**config.mk**
```make
export PLATFORM = sky130hd
export DESIGN_NAME = muldiv_unit
export DESIGN_NICKNAME = d
export VERILOG_FILES = /design/src/rtl/muldiv_unit.sv
export SDC_FILE = /design/constraint.sdc
export NUM_CORES = 1
export LEC_CHECK = 0
export ABC_AREA = 1
export CAP_MARGIN = 30
export CORE_UTILIZATION = 40
export CTS_CLUSTER_DIAMETER = 100
export DETAILED_ROUTE_END_ITERATION = 8
export GPL_ROUTABILITY_DRIVEN = 0
export PLACE_DENSITY = 0.63
export SLEW_MARGIN = 20
export SYNTH_ARGS = -nofsm -noshare
export SYNTH_HDL_FRONTEND = slang
export SYNTH_SLANG_ARGS = --single-unit
```
**constraint.sdc**
```tcl
create_clock -name clk -period 3.5 [get_ports clk]
set_input_delay 0.7 -clock clk [delete_from_list [all_inputs] [get_ports clk]]
set_output_delay 0.7 -clock clk [all_outputs]
set_load 0.02 [all_outputs]
```
**src/rtl/muldiv_unit.sv**
```systemverilog
// Iterative multiply/divide unit with HI/LO result registers.
// Radix-2 shift-add multiply and restoring divide on operand magnitudes,
// followed by one sign-fixup cycle that writes HI/LO and pulses done.
module muldiv_unit #(
  parameter int WIDTH = 32
) (
  input  logic             clk,
  input  logic             rst,
  input  logic             start,
  input  logic [1:0]       op,
  input  logic [WIDTH-1:0] a_data,
  input  logic [WIDTH-1:0] b_data,
  input  logic             wr_hi,
  input  logic             wr_lo,
  input  logic [WIDTH-1:0] w_data,
  output logic             busy,
  output logic             done,
  output logic             div_by_zero,
  output logic [WIDTH-1:0] hi,
  output logic [WIDTH-1:0] lo
);

  localparam int CW = $clog2(WIDTH) + 1;

  typedef enum logic [1:0] {
    S_IDLE = 2'd0,
    S_CALC = 2'd1,
    S_FIX  = 2'd2
  } state_t;

  // Magnitude of v when it is a negative signed operand, raw v otherwise
  function automatic logic [WIDTH-1:0] abs_val(input logic [WIDTH-1:0] v, input logic sgn);
    return (sgn && v[WIDTH-1]) ? (~v + {{(WIDTH-1){1'b0}}, 1'b1}) : v;
  endfunction

  // Two's complement negation, single width
  function automatic logic [WIDTH-1:0] neg_w(input logic [WIDTH-1:0] v);
    return ~v + {{(WIDTH-1){1'b0}}, 1'b1};
  endfunction

  // Two's complement negation, double width
  function automatic logic [2*WIDTH-1:0] neg_2w(input logic [2*WIDTH-1:0] v);
    return ~v + {{(2*WIDTH-1){1'b0}}, 1'b1};
  endfunction

  // Control and architectural state
  state_t            state_q;
  logic [CW-1:0]     count_q;
  logic              busy_q;
  logic              done_q;
  logic              dbz_q;
  logic [WIDTH-1:0]  hi_q;
  logic [WIDTH-1:0]  lo_q;

  // Operation context captured on accept
  logic              op_div_q;
  logic              neg_a_q;
  logic              neg_b_q;
  logic              b_zero_q;
  logic [WIDTH-1:0]  a_raw_q;
  logic [WIDTH-1:0]  mag_a_q;
  logic [WIDTH-1:0]  mag_b_q;

  // Iteration registers: multiply accumulator, divide remainder/quotient
  logic [2*WIDTH-1:0] mul_acc_q;
  logic [WIDTH-1:0]   div_rem_q;
  logic [WIDTH-1:0]   div_quo_q;

  // Combinational next values
  logic [WIDTH:0]     mul_sum;
  logic [2*WIDTH-1:0] mul_acc_d;
  logic [WIDTH:0]     div_shift;
  logic [WIDTH:0]     div_trial;
  logic [WIDTH-1:0]   div_rem_d;
  logic [WIDTH-1:0]   div_quo_d;
  logic [2*WIDTH-1:0] prod_fix;
  logic [WIDTH-1:0]   res_hi_d;
  logic [WIDTH-1:0]   res_lo_d;
  logic               res_dbz_d;

  logic accept;

  assign accept      = (state_q == S_IDLE) && start;
  assign busy        = busy_q;
  assign done        = done_q;
  assign div_by_zero = dbz_q;
  assign hi          = hi_q;
  assign lo          = lo_q;

  // One multiply step and one restoring divide step per CALC cycle
  always_comb begin
    mul_sum   = {1'b0, mul_acc_q[2*WIDTH-1:WIDTH]} + (mul_acc_q[0] ? {1'b0, mag_a_q} : '0);
    mul_acc_d = {mul_sum, mul_acc_q[WIDTH-1:1]};
    div_shift = {div_rem_q, div_quo_q[WIDTH-1]};
    div_trial = div_shift - {1'b0, mag_b_q};
    // A negative trial means the divisor did not fit: keep the shifted remainder
    div_rem_d = div_trial[WIDTH] ? div_shift[WIDTH-1:0] : div_trial[WIDTH-1:0];
    div_quo_d = {div_quo_q[WIDTH-2:0], ~div_trial[WIDTH]};
  end

  // Sign fixup of the magnitude result, including divide-by-zero substitution
  always_comb begin
    prod_fix  = (neg_a_q ^ neg_b_q) ? neg_2w(mul_acc_q) : mul_acc_q;
    res_hi_d  = prod_fix[2*WIDTH-1:WIDTH];
    res_lo_d  = prod_fix[WIDTH-1:0];
    res_dbz_d = 1'b0;
    if (op_div_q) begin
      if (b_zero_q) begin
        res_lo_d  = '1;
        res_hi_d  = a_raw_q;
        res_dbz_d = 1'b1;
      end else begin
        res_lo_d = (neg_a_q ^ neg_b_q) ? neg_w(div_quo_q) : div_quo_q;
        res_hi_d = neg_a_q ? neg_w(div_rem_q) : div_rem_q;
      end
    end
  end

  // Operand capture on accept and iteration during CALC (datapath, no reset)
  always_ff @(posedge clk) begin
    if (accept) begin
      op_div_q  <= op[1];
      neg_a_q   <= op[0] & a_data[WIDTH-1];
      neg_b_q   <= op[0] & b_data[WIDTH-1];
      b_zero_q  <= (b_data == '0);
      a_raw_q   <= a_data;
      mag_a_q   <= abs_val(a_data, op[0]);
      mag_b_q   <= abs_val(b_data, op[0]);
      mul_acc_q <= {{WIDTH{1'b0}}, abs_val(b_data, op[0])};
      div_rem_q <= '0;
      div_quo_q <= abs_val(a_data, op[0]);
    end else if (state_q == S_CALC) begin
      mul_acc_q <= mul_acc_d;
      div_rem_q <= div_rem_d;
      div_quo_q <= div_quo_d;
    end
  end

  // Sequencer FSM with registered busy/done/flag and HI/LO writes
  always_ff @(posedge clk or posedge rst) begin
    if (rst) begin
      state_q <= S_IDLE;
      count_q <= '0;
      busy_q  <= 1'b0;
      done_q  <= 1'b0;
      dbz_q   <= 1'b0;
      hi_q    <= '0;
      lo_q    <= '0;
    end else begin
      done_q <= 1'b0;
      case (state_q)
        S_IDLE: begin
          if (start) begin
            busy_q  <= 1'b1;
            dbz_q   <= 1'b0;
            count_q <= '0;
            state_q <= S_CALC;
          end else begin
            if (wr_hi) hi_q <= w_data;
            if (wr_lo) lo_q <= w_data;
          end
        end
        S_CALC: begin
          count_q <= count_q + CW'(1);
          if (count_q == CW'(WIDTH - 1)) state_q <= S_FIX;
        end
        S_FIX: begin
          hi_q    <= res_hi_d;
          lo_q    <= res_lo_d;
          dbz_q   <= res_dbz_d;
          busy_q  <= 1'b0;
          done_q  <= 1'b1;
          state_q <= S_IDLE;
        end
        default: state_q <= S_IDLE;
      endcase
    end
  end

endmodule

```
==> qor.yml <==
core.rowCount: 87
max_cap_viol_count: 0
synth-compound-area-share_pct: 12.24
root_buffer: "clkbuf_16"
slew_headroom_pct: 37.94
powerDensity_nw_per_um2: 890.2
synth_mux_area_share_pct: 0
worstSkewPairLatency_ns: 0.58
yosysTopAreaCell: "edfxtp_1"
critPathRequiredTime_ns: 3.99
dieWidth_um: 241.6
worstPathArrival_ns: 3.44
status: "complete, no violations"
cts-buffers-inserted: 37
finalCritPeriodShare_pct: 84.20
placed_area_um2: 25430
postLayoutCellArea_um2: 26660
io_buffers: 169
combPwrFrac_pct: 53.3
p_switching_w: 0.01156
yosys-top-cells-area: "edfxtp_1 (21%), nand2_1 (17%), dfrtp_1 (8.2%), inv_1 (7.1%), nand3_1 (6.7%)"
clk_pin_slew_ns: 0.06
fmax_mhz: 339.3
p_int_w: 0.01217
p_sw_share_pct: 48.71
p_leak_nw: 12.20
grt_first_pass_wirelength_um: 131300
routedWlPerCell_um: 19.92
yosysSeqAreaShare_pct: 35.06
slew_viol_final: 0
grt.overflow.total: 0
hpwl_um: 69410
synth_fa_ha_area_share_pct: 3.987
tightest_slew_ns: 0.9211
grt_util_all_layers_pct: 29.34
hold_path_class: "reg -> reg"
drc: 0
synth_seq_cells: 302
drtIter0Drc: 2669
cp_max_fo: 33
hold_viol_final: 0
rsz0062_at_grt: "false"
crit-reg2reg-launch: "mul_acc_q[0]"
viasPerCell: 5.401
syn_area_um2: 22970
synth_top_family_by_area: "simple AND/OR/NAND/NOR gates"
vias: 23680
synthXorXnorAreaFrac_pct: 3.432
antenna_found_initial: 3
netlist.area_leader.share_pct: 21.31
nets: 3773
routed_wl_um: 87350
coreArea_um2: 56600
pre_cts_slack_ns: 0.4752
syn_inst: 3463
ioPinCount: 170
n_fill_cell: 5894
clkSinkCount: 302
crit_path_start: "mul_acc_q[0]"
setup_viol: 0
ys_warn_count: 0
syn_to_final_growth_pct: 16.08
final_util_pct: 47.11
cp-start-kind: "flip-flop"
cts_hold_buffers: 0
p_total_w: 0.02374
synth.net_count: 3638
period_needed_ns: 2.947
die_height_um: 241.6
cts_tree: "yes"
cts_setup_buffers: 0
drive_above_1_share_pct: 5.517
ant_nets: 0
cts_resized: 0
dieArea_um2: 58390
first_global_vias: 21640
pwr-share-clk_pct: 16.9
cp-end-kind: "flip-flop"
synth_cell_types: 58
hold_path_startpoint: "count_q[5]"
initial_core_util_pct: 40.58
rrSetupSlack_ns: 0.55
grt_max_degree: 123
yosys.area_share.simple_pct: 35.71
htreeDepth: 2
syn_area_per_cell_um2: 6.633
path_class: "reg -> reg"
firstDrtPassIters: 6
skew_ns: 0.03724
finalSetupTns_ns: 0
seqPwrFrac_pct: 29.8
cts.path.max_buffers: 3
ir_drop_mv: 0.4420
timing.final.ws_setup_ns: 0.5529
[layer usage]
layer,vias to the layer above,global-route usage [%],routed length [um]
li1,11480,-,-
met1,10890,39.78,37460
met2,1129,44.77,37500
met3,176,7.181,8841
met4,2,11.35,3539
met5,-,0,13
[logic make-up (layout without fill, tap and decap cells)]
logic type      count (synthesis)  after routing
simple gates                 1948           1948
buf+inv                       551            713
compound gates                500            500
flops                         302            302
xor+xnor                       90             90
fa+ha+maj                      72             72
other cells                     0              3
[synth_stat cells (all sizes together)]
library cell / count
a211oi: 1
a21boi: 31
a21o: 3
a21oi: 148
a22o: 1
a2bb2oi: 21
a31oi: 6
and2: 4
and3: 1
buf: 47
clkbuf: 58
clkinv: 1
dfrtp: 75
dfxtp: 64
edfxtp: 163
fa: 2
ha: 70
inv: 445
nand2: 1085
nand2b: 1
nand3: 313
nand3b: 14
nand4: 23
nor2: 398
nor2b: 1
nor3: 47
nor3b: 2
nor4: 8
o2111ai: 2
o211ai: 15
o21a: 5
o21ai: 247
o21bai: 9
o221ai: 3
o22ai: 8
or2: 50
or3b: 1
xnor2: 22
xor2: 68
[area by class of cell]
class	count	area [um^2]	area share [%]
Multi-Input combinational cell	2610	12740	47.78
Tap cell	756	945.9	3.547
Antenna cell	3	7.507	0.02815
Sequential cell	302	8053	30.20
Timing Repair Buffer	201	2007	7.527
Inverter	446	1683	6.311
Clock inverter	17	205.2	0.7696
Clock buffer	49	1023	3.838
[critical path, cell delays in order, from the launching register on]
cell      delay [ns]
edfxtp_1        0.42
buf_4           0.27
inv_2           0.12
ha_1            0.21
nand3_2         0.16
nor2_1          0.38
nand3_1         0.19
nand2_2         0.21
nand3_1         0.20
nand2_1         0.10
nand3_1         0.06
nand2_1         0.22
nand2_1         0.14
a21boi_1        0.17
[power groups by stage]
stage          registers (W)  logic (W)  clock network, W
5_1_grt              0.00720     0.0141           0.00417
3_3_place_gp         0.00710     0.0123                 0
4_1_cts              0.00704     0.0125           0.00404
2_1_floorplan        0.00677    0.00847                 0
3_5_place_dp         0.00709     0.0124                 0
6_report             0.00708     0.0127           0.00400
[layout by cell type, fill, tap and decap left out, drive strengths merged, types with 49 or more instances in the layout]
cell	n
nand2	1085
inv	445
nor2	398
nand3	313
o21ai	247
clkdlybuf4s50	169
edfxtp	163
a21oi	148
dfrtp	75
ha	70
xor2	68
dfxtp	64
or2	50
clkbuf	49
[path summary, 6_finish.rpt]
| kind | to | cells past startpoint |
|---|---|---|
| worst max register to register | hi[0] | 13 |
| worst min register to register | state_q[1] | 1 |
| worst max-delay path | hi[0] | 13 |
| worst min-delay path | state_q[1] | 1 |
| min in group asynchronous | lo[31] | 2 |
| max in group asynchronous | lo[4] | 3 |
[per-stage QoR]
step,std cells,hold slack (ns)
after floorplan,3463,0.4266
after detailed placement,4315,0.4433
after global placement,4315,0.4431
after global routing,4381,0.4740
after CTS,4381,0.4572
final,4384,0.4623
[sequential cells by signal, summed over array words and instances (netlist names)]
signal and flops:
lo 32, busy 1, a_raw_q 32, b_zero_q 1, div_quo_q 32, state_q 2
mag_a_q 31, div_rem_q 32, done 1, div_by_zero 1, neg_b_q 1, neg_a_q 1
hi 32, mul_acc_q 64, op_div_q 1, mag_b_q 32, count_q 6
Power figures use the tool's default switching activity.
